<file path="config.mk">
export PLATFORM = sky130hd
export DESIGN_NAME = instruction_fetch
export DESIGN_NICKNAME = d
export VERILOG_FILES = /design/src/rtl/instruction_fetch_pkg.sv /design/src/rtl/instruction_fetch_program_counter.sv /design/src/rtl/instruction_fetch.sv
export SDC_FILE = /design/constraint.sdc
export NUM_CORES = 1
export LEC_CHECK = 0
export BUFFER_PORTS_ARGS = -buffer_cell sky130_fd_sc_hd__buf_4
export CAP_MARGIN = 25
export CORE_ASPECT_RATIO = 0.8
export CORE_MARGIN = 2
export CORE_UTILIZATION = 57
export CTS_CLUSTER_SIZE = 8
export DETAILED_ROUTE_END_ITERATION = 12
export PLACE_DENSITY = 0.81
export RECOVER_POWER = 50
export SLEW_MARGIN = 30
export SYNTH_ARGS = -nofsm -noshare
export SYNTH_HDL_FRONTEND = slang
export SYNTH_HIERARCHICAL = 1
export SYNTH_SLANG_ARGS = --single-unit
export TNS_END_PERCENT = 30
</file>
<file path="constraint.sdc">
create_clock -name clk -period 8.2 [get_ports clk]
set_input_delay 1.23 -clock clk [delete_from_list [all_inputs] [get_ports clk]]
set_output_delay 1.23 -clock clk [all_outputs]
set_load 0.02 [all_outputs]
</file>
<file path="src/rtl/instruction_fetch_pkg.sv">
// Shared constants for the front end: opcode encodings, fetch defaults and fetch-state encodings.
// Also holds the IF/ID and skid payload structs.
package instruction_fetch_pkg;

    localparam int unsigned XLEN = 32;

    localparam logic [6:0] OPC_LUI    = 7'b0110111;
    localparam logic [6:0] OPC_AUIPC  = 7'b0010111;
    localparam logic [6:0] OPC_JAL    = 7'b1101111;
    localparam logic [6:0] OPC_JALR   = 7'b1100111;
    localparam logic [6:0] OPC_BRANCH = 7'b1100011;
    localparam logic [6:0] OPC_OP_IMM = 7'b0010011;

    localparam logic [XLEN-1:0] NOP_INST_DEFAULT = 32'h0000_0013;
    localparam logic [XLEN-1:0] RESET_PC_DEFAULT = 32'h0000_0000;

    typedef enum logic [1:0] {
        S_IDLE  = 2'd0,
        S_FETCH = 2'd1,
        S_HOLD  = 2'd2,
        S_DROP  = 2'd3
    } fetch_state_e;

    typedef struct packed {
        logic [XLEN-1:0] inst;
        logic [XLEN-1:0] pc;
    } skid_t;

    typedef struct packed {
        logic [XLEN-1:0] inst;
        logic [XLEN-1:0] pc;
        logic [XLEN-1:0] pc_plus4;
    } ifid_t;

    function automatic logic [XLEN-1:0] word_align(input logic [XLEN-1:0] addr);
        return {addr[XLEN-1:2], 2'b00};
    endfunction

endpackage

</file>
<file path="src/rtl/instruction_fetch_program_counter.sv">
// Fetch PC register: async reset to RESET_PC, then hold, load target or increment by one word.
module program_counter
    import instruction_fetch_pkg::*;
#(
    parameter logic [XLEN-1:0] RESET_PC = RESET_PC_DEFAULT
) (
    input  logic            clk,
    input  logic            rst,
    input  logic            hold,
    input  logic            load,
    input  logic            incr,
    input  logic [XLEN-1:0] target,
    output logic [XLEN-1:0] pc
);

    always_ff @(posedge clk or posedge rst) begin
        if (rst) begin
            pc <= RESET_PC;
        end else if (hold) begin
            pc <= pc;
        end else if (load) begin
            pc <= word_align(target);
        end else if (incr) begin
            pc <= pc + XLEN'(4);
        end
    end

endmodule

</file>
<file path="src/rtl/instruction_fetch.sv">
// Fetch stage: drives the imem req/ack handshake from the PC and fills the IF/ID register for decode.
// A one-entry skid absorbs the word that returns while decode stalls; S_DROP retires a wrong-path request.
module instruction_fetch
    import instruction_fetch_pkg::*;
#(
    parameter logic [XLEN-1:0] RESET_PC = RESET_PC_DEFAULT,
    parameter logic [XLEN-1:0] NOP_INST = NOP_INST_DEFAULT
) (
    input  logic            clk,
    input  logic            rst,
    output logic            imem_req,
    output logic [XLEN-1:0] imem_addr,
    input  logic            imem_ack,
    input  logic [XLEN-1:0] imem_rdata,
    input  logic            stall,
    input  logic            redirect_valid,
    input  logic [XLEN-1:0] redirect_pc,
    output logic            inst_valid,
    output logic [XLEN-1:0] inst,
    output logic [XLEN-1:0] inst_pc,
    output logic [XLEN-1:0] inst_pc_plus4
);

    fetch_state_e    state, state_next;
    logic [XLEN-1:0] pc, pc_target, redir_aligned;
    logic [XLEN-1:0] pending, pending_next;
    logic            pc_incr, pc_load, pc_hold, accept;
    skid_t           skid, skid_next;
    ifid_t           out_q, out_next;
    logic            valid_q, valid_next;

    program_counter #(.RESET_PC(RESET_PC)) u_pc (
        .clk    (clk),
        .rst    (rst),
        .hold   (pc_hold),
        .load   (pc_load),
        .incr   (pc_incr),
        .target (pc_target),
        .pc     (pc)
    );

    assign pc_hold       = ~(pc_load | pc_incr);
    assign redir_aligned = word_align(redirect_pc);
    assign accept        = ~valid_q | ~stall;

    // Request lines decode straight from state so they hold steady until ack.
    assign imem_req  = (state == S_FETCH) || (state == S_DROP);
    assign imem_addr = pc;

    assign inst_valid    = valid_q;
    assign inst          = out_q.inst;
    assign inst_pc       = out_q.pc;
    assign inst_pc_plus4 = out_q.pc_plus4;

    always_ff @(posedge clk or posedge rst) begin
        if (rst) begin
            state   <= S_IDLE;
            pending <= '0;
            skid    <= '0;
            out_q   <= '{inst: NOP_INST, pc: '0, pc_plus4: '0};
            valid_q <= 1'b0;
        end else begin
            state   <= state_next;
            pending <= pending_next;
            skid    <= skid_next;
            out_q   <= out_next;
            valid_q <= valid_next;
        end
    end

    always_comb begin
        state_next   = state;
        pc_incr      = 1'b0;
        pc_load      = 1'b0;
        pc_target    = redir_aligned;
        pending_next = pending;
        skid_next    = skid;
        out_next     = out_q;
        valid_next   = valid_q;

        // Decode took the current word (or there was none); bubble unless refilled below.
        if (accept) begin
            valid_next    = 1'b0;
            out_next.inst = NOP_INST;
        end

        case (state)
            S_IDLE: begin
                state_next = S_FETCH;
                pc_load    = redirect_valid;
            end
            S_FETCH: begin
                if (imem_ack) begin
                    if (redirect_valid) begin
                        pc_load = 1'b1;
                    end else if (accept) begin
                        out_next   = '{inst: imem_rdata, pc: pc, pc_plus4: pc + XLEN'(4)};
                        valid_next = 1'b1;
                        pc_incr    = 1'b1;
                    end else begin
                        skid_next  = '{inst: imem_rdata, pc: pc};
                        pc_incr    = 1'b1;
                        state_next = S_HOLD;
                    end
                end else if (redirect_valid) begin
                    pending_next = redir_aligned;
                    state_next   = S_DROP;
                end
            end
            S_HOLD: begin
                if (redirect_valid) begin
                    pc_load    = 1'b1;
                    skid_next  = '0;
                    state_next = S_FETCH;
                end else if (!stall) begin
                    out_next   = '{inst: skid.inst, pc: skid.pc, pc_plus4: skid.pc + XLEN'(4)};
                    valid_next = 1'b1;
                    state_next = S_FETCH;
                end
            end
            S_DROP: begin
                if (redirect_valid) begin
                    pending_next = redir_aligned;
                end
                if (imem_ack) begin
                    pc_load    = 1'b1;
                    pc_target  = redirect_valid ? redir_aligned : pending;
                    state_next = S_FETCH;
                end
            end
            default: state_next = S_IDLE;
        endcase

        // Redirect squashes whatever decode would see next, stall or not.
        if (redirect_valid) begin
            valid_next    = 1'b0;
            out_next.inst = NOP_INST;
        end
    end

endmodule

</file>
==> run metrics <==
status=finished, violations left; violations in the final reports=capacitance limit, slew limit; H-tree levels=1; Fillers=about 1.6k; DR vias=approximately 11k; RSZ-0062 raised after global routing=no; mapped cell area=about 0.012 sq mm; final setup violation count=0; switching part of the total power=0.421; Combinational Power Share=0.372; Setup crit end kind=flip-flop; crit path DAT=between 5 and 6 ns; fmax=0.204 GHz; Yosys warning total=6; routability congestion estimate from global placement=0.901; met2 Resource Use GR=0.472; num rows=47; Static Leak=6.00 nW; share of cells above drive strength 1=0.182; Clock Tree Buf Depth=3; Hold WC Path Type=flip-flop to flip-flop; Die X=between 150 and 200 um; GRT Util Overall=0.309; met3 Use GR=0.0553; clk_skew=roughly 0.023 ns; First DRT Iteration DRCs=between 1k and 1.5k; clock sinks=roughly 220; largest net degree at the start of global routing=between 100 and 150; clock transition at the registers of the reported paths=about 0.050 ns; die area=0.0222 sq mm; hold-fix buffer count after cts=0; Max transition margin=-0.379; PostCTS Resize Cnt=0; Synth-to-Final Area Change=17.9%; Synth Instances=between 1k and 1.5k; CTS tree=done; startpoint types=flip-flop; GR Util met1=0.455; internal power=roughly 2.9 mW; # placed instances=around 1.7k; Die Y=about 130 um; # DRC=0; average size of a mapped cell=around 9.3 sq um; WS Path Type=flip-flop to flip-flop; setup bufs post-CTS=0; PortBufs=a little under 200; CTS root buffer=clkbuf_16; fin. max-slew vios=120; First-pass DRT Iterations=6; CP max FO=46; Flop pwr share=0.400; max-cap violations=3; Skew-Pair Late Insertion Delay=~0.54 ns; Antenna diodes=0; final worst path period share=0.599; Tmin final=~4.9 ns; total negative slack=0 ns; Worst Max-Slew Pin Slew=between 2 and 2.5 ns; vias in the first global route=around 10k; maximum vdd drop=about 0.21 mV; Core Area=between 0.02 and 0.025 sq mm; power per cell area=~350 mW/mm^2; grt peak-use layer=met2; Routed Antenna Nets=0; total congestion overflow=0; Net Sw Power=between 2 and 2.5 mW; Via-to-Cell Ratio=between 6 and 7; Initial Util=0.581; Ports=between 150 and 200; total CTS buffers=31; Req. time, crit path=between 8 and 9 ns; Clk pwr share=0.228; Final Hold Viols=0; DPL Wire Length=22.5 mm; initial antenna violation count=0; Finished Layout Cells=1709; global-route wire length before repair=between 50 and 60 mm; NumNets Final=approximately 1.5k; DRT Wirelength=~35 mm; average wire per standard cell=about 20 um
[stage by stage]
step                hold slack (ns)  setup WS (ns)  instance area [sq um]   util  power, mW
global placement              0.462           3.25                  13500  0.653       3.72
detailed placement            0.469           3.70                  13500  0.654       3.82
CTS                           0.480           4.24                  14300  0.694       4.95
global route                  0.494           2.84                  14100  0.684       5.22
finish                        0.475           3.29                  14100  0.684       4.95
floorplan                     0.450           1.78                  12000      -       3.11
[registers in the layout, summed over array words and instances (netlist names)]
name,cells
u_pc/pc,30
inst_valid,1
inst_pc,32
skid,64
inst,32
state,2
pending,30
inst_pc_plus4,30
[power groups by stage]
stage          logic [mW]  clock network (mW)  registers [mW]
6_report             1.84                1.13            1.98
5_1_grt              2.00                1.19            2.03
4_1_cts              1.86                1.14            1.95
3_5_place_dp         1.85                   0            1.97
3_3_place_gp         1.77                   0            1.95
2_1_floorplan        1.12                   0            1.99
[final timing paths]
| kind | from | to | slack (ns) | cells after the start |
|---|---|---|---|---|
| worst max register to register | state[0] | inst_pc_plus4[22] | 3.29 | 9 |
| worst min register to register | inst_pc[5] | inst_pc[5] | 0.47 | 2 |
| max in group asynchronous | rst | skid[63] | 5.33 | 3 |
| worst max-delay path | state[0] | inst_pc_plus4[22] | 3.29 | 9 |
| min in group asynchronous | rst | pending[3] | 1.22 | 2 |
| worst min-delay path | inst_pc[5] | inst_pc[5] | 0.47 | 2 |
[critical path, cell delays in order, from the launching register on]
cell and delay (ns):
dfrtp_1 0.41, inv_1 0.10, ha_1 0.96, clkbuf_1 1.38, mux2i_1 0.21, o32a_1 0.32
nor3_4 0.53, nand2_1 0.51, a2bb2oi_1 0.25, o21ai_0 0.10
[final cells by class]
cell class / instances / area, sq um / share of cell area
clock inverter: 1 / 5.00 / 0.000354
clock buffer: 43 / 821 / 0.0581
tap: 269 / 337 / 0.0238
timing repair buffer: 209 / 1370 / 0.0966
multi-input combinational: 948 / 6000 / 0.425
sequential: 221 / 5530 / 0.392
inverter: 18 / 68.8 / 0.00487
[metal layers]
metal | up-vias | routed length [um]
met1 | 5375 | 14700
met3 | 73 | 3470
met5 | - | 0
li1 | 4936 | -
met4 | 0 | 800
met2 | 644 | 15900
[placed cells by master, fill, tap and decap left out, drive strengths merged, types with 3 or more instances in the layout]
cell / count
and4: 11
and2: 7
nor2: 93
xor2: 37
buf: 144
o221ai: 3
nand3: 49
a311oi: 3
nor3b: 3
nand4: 32
nand2: 151
o31ai: 38
nor3: 23
nand2b: 64
clkbuf: 108
or3: 4
and3: 19
nor4: 9
o21ai: 103
a211oi: 4
dfstp: 3
xnor2: 19
a31oi: 6
o211ai: 3
o22ai: 18
mux2: 60
dfrtp: 218
a32oi: 3
o2bb2ai: 5
a22o: 15
a21oi: 46
mux2i: 5
a2bb2oi: 7
inv: 16
or4: 3
ha: 6
a22oi: 75
(Power assumes the default switching activity.)
